$ cat src/rtl/dbg_regfile_writer_if.sv
// rtl/dbg_regfile_writer_if.sv - debug read/write port between the debug writer and the register file
interface dbg_regfile_writer_if #(
    parameter int DATA_WIDTH = 8,
    parameter int RS_WIDTH   = 5
);
    logic                  dbg_we;
    logic [RS_WIDTH-1:0]   dbg_addr;
    logic [DATA_WIDTH-1:0] dbg_wdata;
    logic [DATA_WIDTH-1:0] dbg_rdata;

    modport master (
        output dbg_we,
        output dbg_addr,
        output dbg_wdata,
        input  dbg_rdata
    );

    modport slave (
        input  dbg_we,
        input  dbg_addr,
        input  dbg_wdata,
        output dbg_rdata
    );
endinterface

$ cat src/rtl/dbg_regfile_writer.sv
// rtl/dbg_regfile_writer.sv - serial debug command port driving the register-file debug write/read port
module dbg_regfile_writer #(
    parameter int DATA_WIDTH  = 8,
    parameter int RS_WIDTH    = 5,
    parameter int FRAME_WIDTH = 2 + RS_WIDTH + DATA_WIDTH
) (
    input  logic                 clk,
    input  logic                 reset_n,
    input  logic                 shift_en,
    input  logic                 tdi,
    output logic                 tdo,
    input  logic                 capture,
    input  logic                 update,
    input  logic                 core_halted,
    output logic                 halt_req,
    output logic                 busy,
    dbg_regfile_writer_if.master dbg
);

    typedef enum logic [1:0] {
        S_IDLE  = 2'd0,
        S_EXEC  = 2'd1,
        S_RDCAP = 2'd2
    } state_t;

    localparam logic [1:0] OP_NOP   = 2'b00;
    localparam logic [1:0] OP_READ  = 2'b01;
    localparam logic [1:0] OP_WRITE = 2'b10;
    localparam logic [1:0] OP_CTRL  = 2'b11;

    state_t                 state_q, state_d;
    logic [FRAME_WIDTH-1:0] shift_q, shift_d;
    logic [1:0]             cmd_op_q, cmd_op_d;
    logic [RS_WIDTH-1:0]    cmd_addr_q, cmd_addr_d;
    logic [DATA_WIDTH-1:0]  cmd_data_q, cmd_data_d;
    logic [DATA_WIDTH-1:0]  rdata_q, rdata_d;
    logic                   reject_q, reject_d;
    logic                   overrun_q, overrun_d;
    logic                   halt_q, halt_d;
    logic                   busy_q, busy_d;

    // State register and all datapath flops; reset aborts any in-flight command
    always_ff @(posedge clk or negedge reset_n) begin
        if (!reset_n) begin
            state_q    <= S_IDLE;
            shift_q    <= '0;
            cmd_op_q   <= OP_NOP;
            cmd_addr_q <= '0;
            cmd_data_q <= '0;
            rdata_q    <= '0;
            reject_q   <= 1'b0;
            overrun_q  <= 1'b0;
            halt_q     <= 1'b0;
            busy_q     <= 1'b0;
        end else begin
            state_q    <= state_d;
            shift_q    <= shift_d;
            cmd_op_q   <= cmd_op_d;
            cmd_addr_q <= cmd_addr_d;
            cmd_data_q <= cmd_data_d;
            rdata_q    <= rdata_d;
            reject_q   <= reject_d;
            overrun_q  <= overrun_d;
            halt_q     <= halt_d;
            busy_q     <= busy_d;
        end
    end

    // Shift/capture/update handling (capture > update > shift), then FSM; FSM flag sets come last so they win over a capture clear
    always_comb begin
        state_d    = state_q;
        shift_d    = shift_q;
        cmd_op_d   = cmd_op_q;
        cmd_addr_d = cmd_addr_q;
        cmd_data_d = cmd_data_q;
        rdata_d    = rdata_q;
        reject_d   = reject_q;
        overrun_d  = overrun_q;
        halt_d     = halt_q;

        if (capture) begin
            shift_d   = {overrun_q, reject_q, cmd_addr_q, rdata_q};
            reject_d  = 1'b0;
            overrun_d = 1'b0;
        end else if (update) begin
            if (state_q == S_IDLE) begin
                cmd_op_d   = shift_q[FRAME_WIDTH-1 -: 2];
                cmd_addr_d = shift_q[DATA_WIDTH +: RS_WIDTH];
                cmd_data_d = shift_q[DATA_WIDTH-1:0];
                state_d    = S_EXEC;
            end else begin
                overrun_d = 1'b1;
            end
        end else if (shift_en) begin
            shift_d = {tdi, shift_q[FRAME_WIDTH-1:1]};
        end

        case (state_q)
            S_EXEC: begin
                state_d = S_IDLE;
                case (cmd_op_q)
                    OP_READ:  state_d = S_RDCAP;
                    OP_WRITE: begin
                        // x0 is hardwired: a write to it is a silent no-op
                        if (!core_halted && (cmd_addr_q != '0)) begin
                            reject_d = 1'b1;
                        end
                    end
                    OP_CTRL:  halt_d = cmd_data_q[0];
                    default:  ;
                endcase
            end
            S_RDCAP: begin
                rdata_d = dbg.dbg_rdata;
                state_d = S_IDLE;
            end
            default: ;
        endcase

        busy_d = (state_d != S_IDLE);
    end

    assign tdo           = shift_q[0];
    assign halt_req      = halt_q;
    assign busy          = busy_q;
    assign dbg.dbg_addr  = cmd_addr_q;
    assign dbg.dbg_wdata = cmd_data_q;
    // Strobe decoded only from registered state/cmd plus the halt status, so it drops as soon as reset asserts
    assign dbg.dbg_we    = (state_q == S_EXEC) && (cmd_op_q == OP_WRITE)
                         && core_halted && (cmd_addr_q != '0);

endmodule

$ cat src/flat_wrapper.sv
// flat-port wrapper written by rule: the top's interface ports become plain ports
module dbg_regfile_writer_flat 
#(
    parameter int DATA_WIDTH  = 8,
    parameter int RS_WIDTH    = 5,
    parameter int FRAME_WIDTH = 2 + RS_WIDTH + DATA_WIDTH
)
  (clk, reset_n, shift_en, tdi, tdo, capture, update, core_halted, halt_req, busy, dbg_dbg_we, dbg_dbg_addr, dbg_dbg_wdata, dbg_dbg_rdata);
  dbg_regfile_writer_if #(.DATA_WIDTH(DATA_WIDTH), .RS_WIDTH(RS_WIDTH)) dbg_i ();
  input  logic clk;
  input  logic reset_n;
  input  logic shift_en;
  input  logic tdi;
  output logic tdo;
  input  logic capture;
  input  logic update;
  input  logic core_halted;
  output logic halt_req;
  output logic busy;
  output wire logic [$bits(dbg_i.dbg_we)-1:0] dbg_dbg_we;
  output wire logic [$bits(dbg_i.dbg_addr)-1:0] dbg_dbg_addr;
  output wire logic [$bits(dbg_i.dbg_wdata)-1:0] dbg_dbg_wdata;
  input wire logic [$bits(dbg_i.dbg_rdata)-1:0] dbg_dbg_rdata;
  assign dbg_dbg_we = dbg_i.dbg_we;
  assign dbg_dbg_addr = dbg_i.dbg_addr;
  assign dbg_dbg_wdata = dbg_i.dbg_wdata;
  assign dbg_i.dbg_rdata = dbg_dbg_rdata;
  dbg_regfile_writer #(.DATA_WIDTH(DATA_WIDTH), .RS_WIDTH(RS_WIDTH), .FRAME_WIDTH(FRAME_WIDTH)) u_core (.clk(clk), .reset_n(reset_n), .shift_en(shift_en), .tdi(tdi), .tdo(tdo), .capture(capture), .update(update), .core_halted(core_halted), .halt_req(halt_req), .busy(busy), .dbg(dbg_i));
endmodule
$ cat config.mk
export PLATFORM = sky130hd
export DESIGN_NAME = dbg_regfile_writer_flat
export DESIGN_NICKNAME = d
export VERILOG_FILES = /design/src/rtl/dbg_regfile_writer_if.sv /design/src/rtl/dbg_regfile_writer.sv /design/src/flat_wrapper.sv
export SDC_FILE = /design/constraint.sdc
export NUM_CORES = 1
export LEC_CHECK = 0
export ABC_AREA = 1
export CORE_UTILIZATION = 39
export DETAILED_ROUTE_END_ITERATION = 10
export PLACE_DENSITY = 0.58
export REMOVE_ABC_BUFFERS = 1
export SLEW_MARGIN = 0
export SYNTH_ARGS = -nofsm -noshare
export SYNTH_HDL_FRONTEND = slang
export SYNTH_SLANG_ARGS = --single-unit
$ cat constraint.sdc
create_clock -name clk -period 2.1 [get_ports clk]
set_input_delay 0.315 -clock clk [delete_from_list [all_inputs] [get_ports clk]]
set_output_delay 0.315 -clock clk [all_outputs]
set_load 0.02 [all_outputs]
Yosys cells after proc, flatten, opt, wreduce, memory -nomap -nowiden
Index checks and enable logic that the tools add are counted.
- $add $sub $neg: 0
- multiply operators: 0
- div/mod/pow operators: 0
- $lt $le $gt $ge: 0
- equality and inequality tests: 7
- shift operators: 0
- muxes and demuxes: 15
- bitwise logic cells: 1
- reduce and logical (&&, ||, !) cells: 14
- operator list (operator ; number):
    $mux 15 ; 3
    $mux 2 ; 4
    $mux 1 ; 7
    $eq 2x2->1 const B ; 3
    $reduce_and 2->1 ; 3
    $reduce_bool 2->1 ; 3
    $reduce_bool 5->1 ; 1
    $eq 2x1->1 const B ; 2
    $logic_and 1x1->1 ; 4
    $ne 2x2->1 const B ; 2
    $pmux 2 s2 ; 1
    $reduce_and 3->1 ; 1
    $logic_not 2->1 ; 1
    $logic_not 1->1 ; 1
    $not 1->1 ; 1
- bits in registers: 44
- latch bits: 0
- memory bits (writable): 0
- bits in read-only memories: 0
- bits of input ports: 15
- output and inout port bits: 17
- logic and storage cells: 47
- memories kept: 0

Logic depth before layout (Yosys ltp)
- depth in word-level cells: 6
- mapped depth: 7
- depth with buffers taken out: 6

Least setup slack after synthesis
Ideal clock, no wire load.
- path type: flip-flop to output port
- start point: register u_core.state_q[1]
- end point: output port dbg_dbg_we
- arrival: 1.114 ns
- data required time: 1.785 ns
- path slack: 0.671 ns
- stages on the path, launching flop included: 7
- buffers on the path: 0
- cell sequence: dfrtp_1 > inv_1 > ha_1 > nand2_1 > nor2_1 > nand2_1 > nor2b_1
- cells in the longest elaborated chain, start to end: 4
- RTL lines (what ; line ; RTL):
    start: declaration ; dbg_regfile_writer.sv:31 ; state_t state_q, state_d;
    start signal: assignment ; dbg_regfile_writer.sv:56 ; state_q <= state_d;
    $eq 2x1->1 ; dbg_regfile_writer.sv:129 ; assign dbg.dbg_we = (state_q == S_EXEC) && (cmd_op_q == OP_WRITE)
    $logic_and 1x1->1 ; dbg_regfile_writer.sv:129 ;
    $logic_and 1x1->1 (2 in series) ; dbg_regfile_writer.sv:130 ; && core_halted && (cmd_addr_q != '0);
    end: declaration ; flat_wrapper.sv:20 ; output wire logic [$bits(dbg_i.dbg_we)-1:0] dbg_dbg_we;
Every way passes these cells.

Worst setup path in the final report
Ends and elaborated chain as after synthesis.

==> flow_summary.toml <==
[power_and_ir_drop]
ir_drop_uv = 561
powerDensity_nw_per_um2 = 1220
p_leak_nw = 1.17

[cts]
numCtsBuffers = 5
clk_path_buf_depth = 2
cts_tree = "built"
cts_setup_buffers = 0
clockRootBuffer = "clkbuf_8"
cts_sinks = 44
clock_latency_ps = 290
h-tree-depth = 2
clk_pin_slew_ps = 80

[detailed_routing]
dr.pass1.iters = 4
drc = 0
vias = 1470
routedWlPerCell_um = 12.2
drtAntennaViolNets = 0
via_per_inst = 4.54
wirelength_um = 3960
drtIter0Drc = 82

[sta]
slew_viol_final = 0
setup_violations = 0
finalSetupTns_ps = 0
fmax_mhz = 556
skew_ps = 2.63
hold_violations = 20
fin_crit_sh_pct = 85.7
rsz0062_at_grt = "no"
tightest_slew_ps = 519
period_minus_slack_ps = 1800
relSlewSlack_pct = 65.4
fin_hold_ws_ps = -15.4

[logic_synthesis]
synth_top_family_by_area = "simple AND/OR/NAND/NOR gates"
synth_cell_types = 21
synthAdderAreaFrac_pct = 2.46
yosys.area_share.xor_xnor_pct = 0
ys_ff_latch = 44
syn_inst = 224
synthSimpleGateAreaFrac_pct = 22.1
ys_seq_area_share_pct = 54.1
synth_compound_area_share_pct = 7.92
muxShareOfSynthArea_pct = 4.42
synth_area_sq_um = 2040
avgSynthCellArea_sq_um = 9.09
yosys_warnings = 0

[place]
hpwl_um = 2660
placed_area_sq_um = 2390
place.gp.congestion = 0.710
io_buffer_count = 31

[finish]
fin_area_sq_um = 2480
multiInputGateArea_sq_um = 752
drive_gt1_share_pct = 18.3
final_cell_mix = "66 x nand2_1, 44 x dfrtp_1, 29 x clkdlybuf4s50_1"
final_common_cell = "nand2_1"
antenna_cells = 0
area_growth_pct = 21.9
register_area_sq_um = 1100
num-nets-final = 276
num-fill-cells = 493

[critical_path]
critPathArrivalTime_ps = 1480
required_ps = 1780
crit_path_end_kind = "output pin"
path_class = "flip-flop to output pin"
critPathMaxFanout = 3
startpoint_type = "flip-flop"

[floorplan]
die-width_um = 74.3
rows = 25
die-area_sq_um = 5520
core_sq_um = 4880
io_pins = 32
fp.dieH_um = 74.3
initial_core_util_pct = 41.7

[min_path]
hold_path.class = "input pin to async pin"

[run]
maxCapViolCount = 0

[grt]
gr-total-overflow = 0
grt_use_total_pct = 16.6
antenna_found_initial = 0
grt_pass1_wl_um = 6780
grt_max_degree = 30
grt_pass1_vias = 1386

[run_status]
status = "complete, but fails checks"
violations = "hold timing"
synth_stat cells, drive strengths merged:
library cell / instances / area (sq um)
buf: 8 / 73.8
nor2b: 1 / 6.26
o21ai: 31 / 155
nor2: 5 / 18.8
nor3: 1 / 5.00
o22ai: 1 / 6.26
mux2: 8 / 90.1
dfrtp: 44 / 1100
nand3: 5 / 30.0
nand2: 88 / 390
clkbuf: 1 / 3.75
ha: 4 / 50.1
inv: 27 / 106
worst max-delay path, cell delays in order, from the launching register on:
cell and delay, ps:
dfrtp_1 410, inv_1 100, ha_1 190, nand2_1 70
nor2_1 90, nand2_1 50, nor2b_1 100, clkbuf_2 180
per-layer routing:
layer  up-vias  GRT usage, %  routed length (um)
met2        24          25.9                1860
met1       690          22.9                1890
met3         6          4.07                 153
li1        750             -                   -
met5         -             0                   0
met4         0          5.66                  55
logic make-up after synthesis:
family,count (synthesis)
buffers and inverters,36
muxes,8
DFF,44
adders and majority gates,4
and+or+nand+nor,100
AOI/OAI and AO/OA,32
power breakdown:
part,switching [W],internal [W],total [W]
Sequential,0.000206,0.00115,0.00136
Combinational,0.000582,0.000516,0.00110
Clock,0.000277,0.000293,0.000570
layout make-up:
class                   count  share of cell area, %
clock buffers               7                   3.88
repair buffers             35                   13.8
well taps                  67                   3.38
flip-flops and latches     44                   44.4
inverters                  27                   4.28
multi-input cells         144                   30.3
registers in the layout (all words and copies together) (netlist names):
name,flops
u_core.reject_q,1
u_core.state_q,2
u_core.halt_req,1
u_core.dbg.dbg_addr,5
u_core.rdata_q,8
u_core.shift_q,15
u_core.cmd_op_q,2
u_core.overrun_q,1
u_core.dbg.dbg_wdata,8
u_core.busy,1
what timing repair did:
action / in CTS / in global routing
gates cloned: 0 / 0
gates resized for setup: 1 / 2
endpoints found under the setup margin: 1 / 1
hold buffers: 0 / 0
metrics by stage:
stage                     std cells  hold WS (ps)  utilization, %  setup WS [ps]  total power, W
after global routing            324          17.5            50.9            125         0.00326
final                           324         -15.4            50.9            301         0.00303
after CTS                       324          6.93            50.9            135         0.00307
after global placement          317           320            49.0            237         0.00247
after detailed placement        317           326            49.0            195         0.00249
after floorplan                 215          19.4               -            671         0.00200
path summary, 6_finish.rpt:
check / startpoint / to / slack, ps / depth (start not counted)
max in group asynchronous: reset_n / u_core.busy / 1520 / 2
setup / recovery: u_core.state_q[1] / dbg_dbg_we / 300 / 7
setup reg to reg: u_core.state_q[0] / u_core.cmd_op_q[0] / 600 / 6
hold reg to reg: u_core.shift_q[1] / u_core.shift_q[1] / 480 / 2
hold / removal: reset_n / u_core.shift_q[10] / -20 / 1
min in group clk: u_core.shift_q[1] / u_core.shift_q[1] / 480 / 2
(Power assumes the default switching activity.)
